--- config.mk ---
export PLATFORM = sky130hd
export DESIGN_NAME = vga_pixel_fifo
export DESIGN_NICKNAME = d
export VERILOG_FILES = /design/src/rtl/vga_pixel_fifo.sv
export SDC_FILE = /design/constraint.sdc
export NUM_CORES = 1
export LEC_CHECK = 0
export BUFFER_PORTS_ARGS = -buffer_cell sky130_fd_sc_hd__clkbuf_2
export CAP_MARGIN = 20
export CORE_ASPECT_RATIO = 0.6
export CORE_UTILIZATION = 28
export DETAILED_ROUTE_END_ITERATION = 16
export GPL_TIMING_DRIVEN = 0
export SETUP_SLACK_MARGIN = 0.15
export SYNTH_ARGS = -nofsm -noshare
export SYNTH_HDL_FRONTEND = slang
export SYNTH_SLANG_ARGS = --single-unit
--- constraint.sdc ---
create_clock -name clock -period 5.3 [get_ports clock]
set_input_delay 1.06 -clock clock [delete_from_list [all_inputs] [get_ports clock]]
set_output_delay 1.06 -clock clock [all_outputs]
set_load 0.05 [all_outputs]
--- src/rtl/vga_pixel_fifo.sv ---
// vga_pixel_fifo: pixel buffer feeding the 2-bit-per-channel VGA output stage.
// A producer pushes 6-bit {R,G,B} pixels via valid/ready; while the timing
// stage reports active video (Blank=1) one pixel is popped per clock onto
// registered R/G/B. Every Vs falling edge empties the buffer and pulses
// frame_start so the producer restarts at pixel 0 of the frame.
// Optional build macro: VGA_PIXEL_FIFO_UNDERFLOW_FILL_EN
//   defined     -> underflow pixels are magenta (R=3, G=0, B=3)
//   not defined -> underflow pixels are black
// AW must equal log2(DEPTH); DEPTH is a power of two in 4..1024.

module vga_pixel_fifo #(
   parameter int DEPTH = 64,
   parameter int AW    = 6
) (
   input  logic          clock,
   input  logic          reset_n,
   input  logic [5:0]    wr_data,
   input  logic          wr_valid,
   output logic          wr_ready,
   output logic          frame_start,
   input  logic          Vs,
   input  logic          Blank,
   output logic [1:0]    R,
   output logic [1:0]    G,
   output logic [1:0]    B,
   output logic [AW:0]   level,
   output logic          underflow
);

   typedef enum logic [1:0] {
      ST_IDLE = 2'd0,
      ST_FILL = 2'd1,
      ST_RUN  = 2'd2
   } state_t;

   localparam logic [AW:0] C_FULL = (AW+1)'(DEPTH);

`ifdef VGA_PIXEL_FIFO_UNDERFLOW_FILL_EN
   localparam logic [5:0] C_FILL_PIX = 6'b11_00_11;
`else
   localparam logic [5:0] C_FILL_PIX = 6'b00_00_00;
`endif

   state_t        r_state;
   logic [AW-1:0] r_wr_ptr;
   logic [AW-1:0] r_rd_ptr;
   logic [AW:0]   r_level;
   logic          r_underflow;
   logic          r_vs_q;
   logic [5:0]    r_rgb;
   logic [5:0]    r_mem [DEPTH];

   logic w_vs_fall;
   logic w_full;
   logic w_empty;
   logic w_push;
   logic w_pop_slot;
   logic w_pop;
   logic w_underrun;

   // Frame restart detect: Vs is active-low, so a fall marks a new frame.
   assign w_vs_fall   = r_vs_q & ~Vs;
   assign w_full      = (r_level == C_FULL);
   assign w_empty     = (r_level == '0);

   // Ready is suppressed on the restart cycle so the cleared pointers never
   // race a write that would otherwise be lost or double-counted.
   assign wr_ready    = (r_state != ST_IDLE) && !w_full && !w_vs_fall;
   assign w_push      = wr_valid & wr_ready;

   // A pop slot exists on every active-video cycle in RUN; with the buffer
   // empty it becomes an underrun. level is the registered occupancy, so a
   // push in the same cycle is never visible to this pop (no bypass path).
   assign w_pop_slot  = (r_state == ST_RUN) && Blank && !w_vs_fall;
   assign w_pop       = w_pop_slot & ~w_empty;
   assign w_underrun  = w_pop_slot & w_empty;

   assign frame_start = w_vs_fall;
   assign level       = r_level;
   assign underflow   = r_underflow;
   assign R           = r_rgb[5:4];
   assign G           = r_rgb[3:2];
   assign B           = r_rgb[1:0];

   // Control: state machine, pointers, occupancy and the sticky underflow flag.
   // NOTE: all state here uses non-blocking assignments so every register
   // samples the pre-edge values of its neighbours, matching the hardware.
   always_ff @(posedge clock or negedge reset_n) begin
      if (!reset_n) begin
         r_state     <= ST_IDLE;
         r_wr_ptr    <= '0;
         r_rd_ptr    <= '0;
         r_level     <= '0;
         r_underflow <= 1'b0;
         r_vs_q      <= 1'b1;
      end else begin
         r_vs_q <= Vs;
         if (w_vs_fall) begin
            r_state     <= ST_FILL;
            r_wr_ptr    <= '0;
            r_rd_ptr    <= '0;
            r_level     <= '0;
            r_underflow <= 1'b0;
         end else begin
            if (w_push) r_wr_ptr <= r_wr_ptr + AW'(1);
            if (w_pop)  r_rd_ptr <= r_rd_ptr + AW'(1);
            case ({w_push, w_pop})
               2'b10:   r_level <= r_level + (AW+1)'(1);
               2'b01:   r_level <= r_level - (AW+1)'(1);
               default: r_level <= r_level;
            endcase
            if (w_underrun) r_underflow <= 1'b1;
            case (r_state)
               ST_FILL: if (w_full || Blank) r_state <= ST_RUN;
               default: r_state <= r_state;
            endcase
         end
      end
   end

   // Pixel storage write port.
   // NOTE: the storage array has no reset; its contents are don't-care until
   // written, and leaving it out of reset lets it map onto RAM.
   always_ff @(posedge clock) begin
      if (w_push) r_mem[r_wr_ptr] <= wr_data;
   end

   // Registered colour output: popped pixel, fill colour on underrun, else black.
   always_ff @(posedge clock or negedge reset_n) begin
      if (!reset_n) begin
         r_rgb <= '0;
      end else if (w_pop) begin
         r_rgb <= r_mem[r_rd_ptr];
      end else if (w_underrun) begin
         r_rgb <= C_FILL_PIX;
      end else begin
         r_rgb <= '0;
      end
   end

endmodule
==> results.md <==
Timing:
- The final hold violation count is 0.
- The post-route fraction of the period consumed by the critical path is 76.00%.
- Static timing analysis puts the maximum clock frequency at 248.3 MHz.
- The minimum clock period is 4028 ps.
- The final number of setup-violating endpoints is 0.
- The final-report max-slew violation count is 0.
- Setup total negative slack on the finished layout was measured at 0 ps.
- The worst pin sits at a relative slew slack of 26.96%.
- The worst clock skew is 30.96 ps.
- Setup repair after global routing left no endpoint under its margin.
- The transition time at the pin with the least slew margin is 1096 ps.

Floorplan:
- The effective utilization at floorplan is 28.60%.
- The total number of placement rows is 68.
- The die is 316.3 um wide.
- The floorplan die area is 0.06028 mm2.
- 27 I/O pins were placed.
- From bottom edge to top edge, the die measures 190.6 um.
- The floorplan core area is 0.05803 mm2.

Setup path:
- The endpoint of the worst register-to-register path is r_rgb[3].
- In this run the register-to-register setup slack is 1270 ps.
- The startpoint identified for the worst register-to-register timing path is r_rd_ptr[1].
- The largest individual stage delay along the critical path comes from the cell clkbuf_1.
- The biggest cell delay along the critical path is 860 ps.
- In this run the worst setup path begins at r_rd_ptr[1].
- For the worst setup path, the data required time is 5620 ps.
- The largest fanout on the critical path is 10.
- Traced cell by cell, the critical path runs through buf_2 -> clkbuf_1 -> clkbuf_1 -> mux4_2 -> nor2b_1 -> a2111oi_0 -> o21ai_0.
- The endpoint class of the critical path is a register.
- The setup path with the least slack is of type reg -> reg.
- Counting stages on the worst path, the most repeated cell is clkbuf_1.
- For the worst flop-to-flop path, the logic depth is 7.
- The type of element launching the critical path is a register.
- Data arrives at the worst endpoint at 4340 ps.

Power and ir drop:
- The analysis attributes to cell leakage a power of 5.900 nW.
- The total chip power is 8.343 mW.
- The power density over the cells is 437.4 mW/mm2.
- Across the VDD grid, the largest voltage drop is 0.0002361 V.

Clock network:
- TritonCTS created 38 clock buffers.
- The buffer cell driving the clock tree root is clkbuf_16.
- The number of clock sinks is 413.
- Clock latency on the worst-skew pair, taken at its later pin, is 560 ps.
- The CTS tree is built.
- The longest clock path from root to sink contains 3 buffers.
- The post-CTS clock slew at the launch and capture registers of the worst setup and hold paths is 70 ps.
- Once the clock tree was built, the setup fixing pass inserted 0 buffers.
- The clock tree synthesis step divided the H-tree into 2 levels.
- Post-CTS repair changed the size of 0 cells.
- In this run, post-CTS hold repair placed 0 buffers.

Placement:
- Summing all placed instances gives a cell area of 0.01782 mm2.
- The detailed placer's ending HPWL is 28.80 mm.
- Routability-driven placement finished with a final weighted congestion of 0.8652.
- Port buffering added 26 buffers.

Logic synthesis:
- The mean post-synth cell area is 19.62 um2.
- For this run, the number of Yosys warnings is 0.
- The gate count after technology mapping is 846.
- Among all flip-flop cells after synthesis, the most frequent one is edfxtp_1.
- The share of Yosys cell area claimed by the top area cell type is 69.49%.
- Yosys attributes the largest share of cell area to edfxtp_1 (69%), mux4_2 (14%), dfrtp_1 (4.2%).
- For this run, asynchronously set or reset flops after synthesis account for 7.022%.
- The cell area that synthesis handed to floorplanning was 0.01659 mm2.
- The number of different library cells used by synthesis comes to 58.
- The synthesized net count is 861.
- The dominant cell type by area after synthesis is edfxtp_1.
- The total of flip-flops plus latches after synthesis is 413.
- The part of the Yosys area used for sequential elements is 73.87%.
- The number of flops mapped to enable cells by yosys is 384.

Route:
- The number of nets still failing antenna checks after routing is 0.
- Dividing the detail-routed via count by the number of cells gives 5.057.
- The violation count after the first detailed-route iteration is 1346.
- For this block, the routed nets add up to 42.49 mm of wire.
- The total via count in the routed design is 8693.
- For this run, design rule violations remaining after detail routing come to 0.
- For this run, the detailed router's first-pass iteration total came to 6.
- The detailed-route wire length per cell is 24.72 um.

GRT:
- The via count of the first global-routing pass came to 8529.
- After global routing the overflow that remains totals 0.
- The pin count of the biggest net entering global routing is 48.
- In the global route stage, overall resource usage came out at 14.26%.
- The initial antenna violation count is 3.
- The first global-routing pass estimated 60.89 mm of wire.

Min path:
- The hold path depth is 2.
- The worst hold path terminates at underflow.
- The path type of the worst min-delay path is reg -> reg.
- In this run the most critical hold path is launched from underflow.

Final layout:
- The net count of the finished layout is 933.
- The fraction of layout cells with a size suffix above 1 is 25.42%.
- The area of all placed cells without fillers is 0.01907 mm2.
- Relative to the synthesized area, the layout overhead comes to 14.94%.

Run:
- The number of max-cap violations is 0.

Outcome:
- The run finished with clean final reports.
[cell families (layout without fill, tap and decap cells)]
kind of cell / count (synthesis) / in the layout / synth area share [%]
flops: 413 / 413 / 73.87
simple gates: 170 / 170 / 4.916
other cells: 0 / 1 / 0
compound gates: 58 / 58 / 2.511
xor+xnor: 15 / 15 / 0.7917
fa+ha+maj: 4 / 4 / 0.3016
buf+inv: 54 / 156 / 1.674
mux: 132 / 132 / 15.94
[registers in the layout (all words and copies together) (netlist names)]
name       flops
r_rd_ptr       6
r_wr_ptr       6
r_state        2
r_rgb          6
underflow      1
r_mem        384
r_vs_q         1
level          7
[where the power goes]
group          total [mW]  internal (mW)  switching (mW)
sequential           3.66           3.62          0.0405
clock                2.82           1.59            1.23
combinational        1.86          0.764            1.09
[worst max path at each step]
stage                          end  slack, ps  depth (start not counted)
after floorplan           level[6]       1440                         13
after global placement    level[6]        710                         14
after detailed placement  level[6]        700                         14
after CTS                 level[6]       1270                         14
after global routing      level[6]        790                         14
final                     r_rgb[3]       1270                          7
[critical path: cells and delay by family, from the launching register on]
| family | cells | cell delay, ps |
|---|---|---|
| compound gates | 2 | 740 |
| buf+inv | 3 | 1930 |
| flops | 1 | 350 |
| mux | 1 | 530 |
| simple gates | 1 | 200 |
[layer usage]
metal / up-vias / track usage (%) / share of wire (%)
li1: 3575 / - / -
met1: 4608 / 21.79 / 46
met2: 450 / 18.15 / 39
met3: 58 / 6.546 / 13
met4: 2 / 2.552 / 1.4
met5: - / 0 / 0.016
[area by class of cell]
type                            instances  area [um2]
Multi-Input combinational cell        379        4059
Clock buffer                           48       998.5
Tap cell                              770       963.4
Sequential cell                       413       12260
Buffer                                 49       259.0
Timing Repair Buffer                   32       257.7
Clock inverter                         22       257.7
Inverter                                5       18.77
Fill cell                            5513       38950
Antenna cell                            1       2.502
[cell usage after synthesis, drive strengths merged (2+ instances only)]
library cell,number
or4,2
a2111oi,4
a22oi,6
or2,2
and3,3
and2,2
a31oi,4
o21ai,8
mux2,8
clkbuf,16
mux2i,19
o211ai,4
nor3,4
nand3b,5
nor2b,12
xnor2,8
nor2,93
a21oi,14
mux4,105
dfrtp,28
edfxtp,384
a221oi,2
nand3,10
or3b,2
buf,33
nand4,4
ha,4
inv,5
or3,6
xor2,7
nand2,21
a211oi,4
[cell usage in the layout (no fill, tap or decap), types with 5 or more instances in the layout]
cell type and instances:
nor2b_1 11, clkbuf_2 27, buf_2 11, nand3b_1 5
bufinv_16 5, buf_1 10, nand3_1 10, clkbuf_16 38
dfrtp_1 28, a21oi_1 14, nor2_1 93, mux4_2 105
edfxtp_1 384, buf_4 8, mux2i_1 19, clkbuf_1 24
a22oi_1 6, mux2_2 8, xor2_1 7, buf_12 5
or3_1 6, xnor2_1 8, nand2_1 16, o21ai_0 8
clkinv_2 7
[per-stage QoR]
step	instances	setup WS, ps	hold WS, ps	utilization [%]
global placement	1642	706.3	517.8	30.48
CTS	1718	1272	552.9	32.87
finish	1719	1272	548.1	32.87
global route	1718	785.6	607.0	32.87
detailed placement	1648	701.2	542.3	30.70
floorplan	846	1445	523.2	-
Note: power is estimated with default switching activity, not from simulation.
